## config.mk

```make
export PLATFORM = sky130hd
export DESIGN_NAME = pc_unit
export DESIGN_NICKNAME = d
export VERILOG_FILES = /design/src/rtl/pc_pkg.sv /design/src/rtl/branch_resolve.sv /design/src/rtl/pc_unit.sv
export SDC_FILE = /design/constraint.sdc
export NUM_CORES = 1
export LEC_CHECK = 0
export CORE_MARGIN = 2
export CORE_UTILIZATION = 30
export CTS_CLUSTER_DIAMETER = 150
export CTS_CLUSTER_SIZE = 12
export DETAILED_ROUTE_END_ITERATION = 8
export DONT_BUFFER_PORTS = 1
export PLACE_DENSITY = 0.42
export SLEW_MARGIN = 20
export SYNTH_ARGS = -nofsm -noshare
export SYNTH_HDL_FRONTEND = slang
export SYNTH_HIERARCHICAL = 1
export SYNTH_SLANG_ARGS = --single-unit
export TNS_END_PERCENT = 1
```

## constraint.sdc

```tcl
create_clock -name clock -period 7.1 [get_ports clock]
set_input_delay 1.42 -clock clock [delete_from_list [all_inputs] [get_ports clock]]
set_output_delay 1.42 -clock clock [all_outputs]
set_load 0.02 [all_outputs]
```

## src/rtl/pc_pkg.sv

```systemverilog
// Shared encodings for the program-counter block: branch condition codes and trap causes.
package pc_pkg;

    localparam int unsigned BR_COND_W = 3;
    localparam int unsigned CAUSE_W   = 2;

    localparam logic [BR_COND_W-1:0] BEQ  = 3'b000;
    localparam logic [BR_COND_W-1:0] BNE  = 3'b001;
    localparam logic [BR_COND_W-1:0] BLT  = 3'b100;
    localparam logic [BR_COND_W-1:0] BGE  = 3'b101;
    localparam logic [BR_COND_W-1:0] BLTU = 3'b110;
    localparam logic [BR_COND_W-1:0] BGEU = 3'b111;

    localparam logic [CAUSE_W-1:0] CAUSE_NONE     = 2'd0;
    localparam logic [CAUSE_W-1:0] CAUSE_EXT      = 2'd1;
    localparam logic [CAUSE_W-1:0] CAUSE_MISALIGN = 2'd2;

endpackage

```

## src/rtl/branch_resolve.sv

```systemverilog
// Decodes a branch condition code against the ALU flags.
module branch_resolve
    import pc_pkg::*;
(
    input  logic [BR_COND_W-1:0] branch_cond,
    input  logic                 zero,
    input  logic                 lt,
    input  logic                 ltu,
    output logic                 cond_true
);

    always_comb begin
        cond_true = 1'b0;
        case (branch_cond)
            BEQ:     cond_true = zero;
            BNE:     cond_true = !zero;
            BLT:     cond_true = lt;
            BGE:     cond_true = !lt;
            BLTU:    cond_true = ltu;
            BGEU:    cond_true = !ltu;
            default: cond_true = 1'b0; // 010/011 are reserved, never taken
        endcase
    end

endmodule

```

## src/rtl/pc_unit.sv

```systemverilog
// Program counter with branch/jump redirect, trap/mret path, saved EPC and retired count.
module pc_unit
    import pc_pkg::*;
#(
    parameter int unsigned     XLEN         = 64,
    parameter logic [XLEN-1:0] RESET_VECTOR = '0,
    parameter logic [XLEN-1:0] TRAP_VECTOR  = XLEN'('h100),
    parameter int unsigned     CNT_W        = 64
) (
    input  logic                 clock,
    input  logic                 reset,
    input  logic                 stall,
    input  logic                 branch,
    input  logic [BR_COND_W-1:0] branch_cond,
    input  logic                 zero,
    input  logic                 lt,
    input  logic                 ltu,
    input  logic                 jump,
    input  logic                 jump_reg,
    input  logic [XLEN-1:0]      rs1,
    input  logic [XLEN-1:0]      imm,
    input  logic                 trap,
    input  logic                 mret,
    output logic [XLEN-1:0]      pc_current,
    output logic [XLEN-1:0]      pc_next,
    output logic [XLEN-1:0]      pc_plus4,
    output logic                 taken,
    output logic [XLEN-1:0]      epc,
    output logic [CAUSE_W-1:0]   cause,
    output logic [CNT_W-1:0]     instret
);

    logic [XLEN-1:0]    pc_q;
    logic [XLEN-1:0]    epc_q;
    logic [CAUSE_W-1:0] cause_q;
    logic [CNT_W-1:0]   instret_q;

    logic            cond_true;
    logic [XLEN-1:0] rel_target;
    logic [XLEN-1:0] reg_target;
    logic [XLEN-1:0] target;
    logic            redirect;
    logic            misaligned;
    logic            trap_take;

    branch_resolve u_branch_resolve (
        .branch_cond(branch_cond),
        .zero       (zero),
        .lt         (lt),
        .ltu        (ltu),
        .cond_true  (cond_true)
    );

    always_comb begin
        pc_plus4   = pc_q + XLEN'(4);
        rel_target = pc_q + imm;
        reg_target = (rs1 + imm) & {{(XLEN-1){1'b1}}, 1'b0};
        redirect   = jump_reg | jump | (branch & cond_true);
        target     = jump_reg ? reg_target : rel_target;
        misaligned = redirect && (target[1:0] != 2'b00);
        // A misaligned target only matters when no higher-priority trap or mret wins.
        trap_take  = !stall && (trap || (!mret && misaligned));

        if (stall) begin
            pc_next = pc_q;
        end else if (trap_take) begin
            pc_next = TRAP_VECTOR;
        end else if (mret) begin
            pc_next = epc_q;
        end else if (redirect) begin
            pc_next = target;
        end else begin
            pc_next = pc_plus4;
        end

        taken = !stall && (trap || mret || redirect);
    end

    always_ff @(posedge clock) begin
        if (!reset) begin
            pc_q      <= RESET_VECTOR;
            epc_q     <= '0;
            cause_q   <= CAUSE_NONE;
            instret_q <= '0;
        end else if (!stall) begin
            pc_q <= pc_next;
            if (trap_take) begin
                epc_q   <= pc_q;
                cause_q <= trap ? CAUSE_EXT : CAUSE_MISALIGN;
            end else begin
                instret_q <= instret_q + CNT_W'(1);
            end
        end
    end

    assign pc_current = pc_q;
    assign epc        = epc_q;
    assign cause      = cause_q;
    assign instret    = instret_q;

endmodule
```

==> metrics.log <==
[metrics] outcome: complete, no violations
[metrics] area added between synthesis and finish: 9.135%
[metrics] portion of netlist area occupied by mux cells: 1.087%
[metrics] area share of and/or/nand/nor cells after synthesis: 25.73%
[metrics] required time of the critical path: 5.68 ns
[metrics] final layout net count: around 2800
[metrics] initial core utilization: 30.26%
[metrics] critical path's slowest cell: sky130_fd_sc_hd__a2111oi_0
[metrics] vias per cell: 5.939
[metrics] average footprint of a synthesized cell: roughly 7.1 um^2
[metrics] area occupied by multi-input gates: 0.01395 mm^2
[metrics] number of iterations in the first detailed-routing pass: 5
[metrics] kind of start point of the critical path: input port
[metrics] fillers: 6639
[metrics] Port Buf Inserts: 0
[metrics] post-synthesis instance area: roughly 0.019 mm^2
[metrics] initial detailed-routing violation count: 1573
[metrics] final antenna-violating net count: 0
[metrics] Distinct cells, synth: 93
[metrics] type of element capturing the critical path: primary output
[metrics] layout cells sized above 1: about 6.5%
[metrics] total clock buffers created by CTS: 17
[metrics] fraction of synthesized cell area in xor and xnor cells: 10.20%
[metrics] RSZ-0062 raised after global routing: false
[metrics] leading cell types by count after synthesis: 381 x sky130_fd_sc_hd__nand2_1, 279 x sky130_fd_sc_hd__a21oi_1, 208 x sky130_fd_sc_hd__nor2_1, 194 x sky130_fd_sc_hd__dfxtp_1, 145 x sky130_fd_sc_hd__clkbuf_1
[metrics] cell type group with the largest total delay on the critical path: compound AO/OA/AOI/OAI gates
[metrics] placed instance count: around 3400
[metrics] Leakage: 8.133 nW
[metrics] I/O pin total: 465
[metrics] class of the tightest hold or removal check: reg -> reg
[metrics] hold path depth: 2
[metrics] vias in the first global route: 18950
[metrics] Routed WL per cell: approximately 28 um
[metrics] path length in cells of the critical path: 14
[metrics] sum of negative setup slack: 0 ns
[metrics] worst hold endpoint: epc[41]$_SDFFE_PN0P_
[metrics] Cell Rows: 91
[metrics] number of buffer and inverter stages on the critical path: 2
[metrics] gate count after technology mapping: ~2600
[metrics] share of Yosys cell area claimed by the top area cell type: 20.83%
[metrics] final setup violating endpoints: 0
[metrics] reg2reg path depth: 14
[metrics] share of the synthesized area in compound gates (AO/OA/AOI/OAI): 28.92%
[metrics] Clk pin slew, worst setup/hold paths: 0.09 ns
[metrics] final period demand of the worst path: between 6 and 7 ns
[metrics] Worst EP arrival: 5.15 ns
[metrics] DIE HEIGHT: 253.3 um
[metrics] Sequential cell area: 0.003884 mm^2
[metrics] core footprint: ~0.06 mm^2
[metrics] critical path class: in -> out
[metrics] deepest clock path buffer count: 2
[metrics] most instantiated flip-flop cell in the synthesis netlist: sky130_fd_sc_hd__dfxtp_1
[metrics] async set-reset flop share out of synthesis: 0%
[metrics] pins over their slew limit: 0
[metrics] Seq/Total Area, Yosys: between 20% and 30%
[metrics] CP Max Fanout: 4
[metrics] Overall Global Routing Usage: 29.29%
[metrics] # hold bufs at CTS: 0
[metrics] area enclosed by the die boundary: 0.06415 mm^2
[metrics] end of the worst register-to-register path: instret[63]$_SDFFE_PN0P_
[metrics] maximum clock skew at final layout: ~0.023 ns
[metrics] cell types occupying the most area after synthesis: sky130_fd_sc_hd__dfxtp_1 21%, sky130_fd_sc_hd__ha_1 8.5%, sky130_fd_sc_hd__nand2_1 7.7%
[metrics] H-tree depth: 4
[metrics] placer's final routability congestion estimate: 0.9400
[metrics] total wire length after detailed routing: roughly 96000 um
[metrics] library cell occupying the most area in the post-synthesis netlist: sky130_fd_sc_hd__dfxtp_1
[metrics] worst r2r src: pc_current[1]$_SDFFE_PN0N_
[metrics] number of antenna violations at the first check in global routing: 0
[metrics] synthesized flop and latch total: about 190
[metrics] maximum number of pins on one net before global-route repair: 92
[metrics] TritonCTS clock tree: done
[metrics] reg2reg setup slack: 2.16 ns
[metrics] total number of vias: between 20000 and 25000
[metrics] worst hold-check slack: 0.5782 ns
[metrics] setup bufs post-CTS: 0
[metrics] cells along the critical path: ha_1, inv_1, fa_1, nand2b_1, a21oi_1, o211ai_1, a21boi_1, o2111ai_1, a2111oi_0, buf_4, a41oi_1, xnor2_1, o211a_1, a311o_1
[metrics] Power Dens Cells: 166.6 mW/mm^2
[metrics] number of synthesized flops with an enable pin: 0
[metrics] net count after synthesis: 2881
[metrics] clock latency at the later pin of the worst-skew pair: 0.53 ns
[metrics] count of warnings emitted by yosys: 6
[metrics] Tcrit/Tclk final: ~90%
[metrics] crit-path max cell delay: 0.48 ns
[metrics] VDD IR-drop max: 0.2039 mV
[metrics] max-slew headroom at the worst pin: between 20 and 30%
[metrics] DRC viols: 0
[metrics] most common cell in the netlist: sky130_fd_sc_hd__nand2_1
[metrics] number of hold violations in the final report: 0
[metrics] number of maximum-capacitance constraint violations: 0
[metrics] Worst Hold Launch: epc[41]$_SDFFE_PN0P_
[metrics] non-filler cells in the finished layout: 3392
[metrics] post-cts sizing count: 0
[metrics] arithmetic-cell share of the synthesized area counting full adders, half adders and majority gates: 8.739%
[metrics] combinational family with the most area after synthesis: compound AO/OA/AOI/OAI gates
[metrics] wire length of the first global-routing pass: between 100000 and 150000 um
[metrics] total overflow reported by the global router: 0
[metrics] Placement Cell Area: 0.01967 mm^2
[metrics] total chip power: 3.389 mW
[metrics] slew of the pin with the lowest slew margin: 1.081 ns
[metrics] clock sink count: 194
[metrics] Die X: 253.3 um
[metrics] CTS root buffer: sky130_fd_sc_hd__clkbuf_16
[metrics] highest attainable clock frequency: 152.1 MHz
[metrics] Post-Layout Inst Area: ~0.020 mm^2
[metrics] HPWL reported at the end of detailed placement: around 74000 um
[sequential cells by signal (all words and copies together) (netlist names)]
name        count
cause           2
epc            64
instret        64
pc_current     64
[worst max path at each step]
stage / slack (ns) / endpoint / from
3_5_place_dp: 0.57 / pc_next[62] / imm[0]
2_1_floorplan: 1.34 / pc_next[50] / rs1[1]
4_1_cts: 0.53 / pc_next[62] / imm[0]
5_1_grt: 0.31 / pc_next[39] / pc_current[6]$_SDFFE_PN0N_
6_report: 0.53 / pc_next[62] / imm[0]
3_3_place_gp: 0.59 / pc_next[62] / imm[0]
[logic make-up (layout without fill, tap and decap cells)]
kind of cell,after synthesis,count (layout)
AND/OR/NAND/NOR,1007,1007
AO/OA/AOI/OAI,829,829
XOR/XNOR,217,217
buffers and inverters,214,157
flip-flops,194,194
adder cells (fa/ha/maj),129,129
multiplexers,20,20
other,0,2
[power by group]
| group | total, mW | switching [mW] | leakage (nW) | internal [mW] |
|---|---|---|---|---|
| clock network | 1.17 | 0.661 | 0.324 | 0.512 |
| logic | 1.05 | 0.697 | 6.24 | 0.350 |
| registers | 1.17 | 0.0630 | 1.57 | 1.11 |
[per-stage QoR]
step	utilization (%)	setup slack [ns]
floorplan	-	1.336
global placement	31.92	0.5903
detailed placement	31.92	0.5735
CTS	33.02	0.5341
global route	33.02	0.3053
finish	33.03	0.5265
[layout by cell type (no fill, tap or decap), types with 13 or more instances in the layout]
master                      instances
sky130_fd_sc_hd__nand3_1          100
sky130_fd_sc_hd__nor2_1           206
sky130_fd_sc_hd__o221ai_1          22
sky130_fd_sc_hd__a22oi_1           14
sky130_fd_sc_hd__ha_1             127
sky130_fd_sc_hd__nand2_1          380
sky130_fd_sc_hd__o31ai_1           13
sky130_fd_sc_hd__nor3_1            45
sky130_fd_sc_hd__buf_4             78
sky130_fd_sc_hd__dfxtp_1          194
sky130_fd_sc_hd__o21a_1            13
sky130_fd_sc_hd__and2_1            56
sky130_fd_sc_hd__o211ai_1          26
sky130_fd_sc_hd__nand4_1           61
sky130_fd_sc_hd__inv_1             43
sky130_fd_sc_hd__a221oi_1          13
sky130_fd_sc_hd__and3_1            45
sky130_fd_sc_hd__o21ai_0          144
sky130_fd_sc_hd__a31oi_1           29
sky130_fd_sc_hd__a21oi_1          279
sky130_fd_sc_hd__o22ai_1           13
sky130_fd_sc_hd__xor2_1            82
sky130_fd_sc_hd__mux2i_1           18
sky130_fd_sc_hd__clkbuf_16         17
sky130_fd_sc_hd__a21o_1            91
sky130_fd_sc_hd__and4_1            20
sky130_fd_sc_hd__o21bai_1          25
sky130_fd_sc_hd__xnor2_1          135
sky130_fd_sc_hd__nand2b_1          24
sky130_fd_sc_hd__a211oi_1          25
[routing by layer]
metal	global-route usage [%]	share of wire, %	up-vias
met2	48.18	46	837
li1	-	-	9359
met1	36.75	42	9842
met3	8.655	9.1	106
met4	8.791	2.7	0
met5	0	0	-
[area by class of cell]
cell class	count	share of cell area, %
multi-input cells	2202	68.59
flip-flops and latches	194	19.09
well taps	837	5.148
repair buffers	79	2.977
clock buffers	17	2.091
clock inverters	15	1.224
inverters	46	0.8610
diodes	2	0.02460
[worst register-to-register path, cell delays in order (launching register included)]
cell and delay (ns):
sky130_fd_sc_hd__dfxtp_1 0.72, sky130_fd_sc_hd__inv_1 0.17, sky130_fd_sc_hd__fa_1 0.55, sky130_fd_sc_hd__nor3b_1 0.18, sky130_fd_sc_hd__nor4_1 0.15, sky130_fd_sc_hd__or2_0 0.30, sky130_fd_sc_hd__nor2_4 0.64, sky130_fd_sc_hd__buf_4 0.33
sky130_fd_sc_hd__nand3_1 0.14, sky130_fd_sc_hd__nor3_2 0.48, sky130_fd_sc_hd__and2_1 0.58, sky130_fd_sc_hd__nand3_1 0.15, sky130_fd_sc_hd__nor3_1 0.21, sky130_fd_sc_hd__xnor2_1 0.15, sky130_fd_sc_hd__nor2_1 0.05
(Power assumes the default switching activity.)
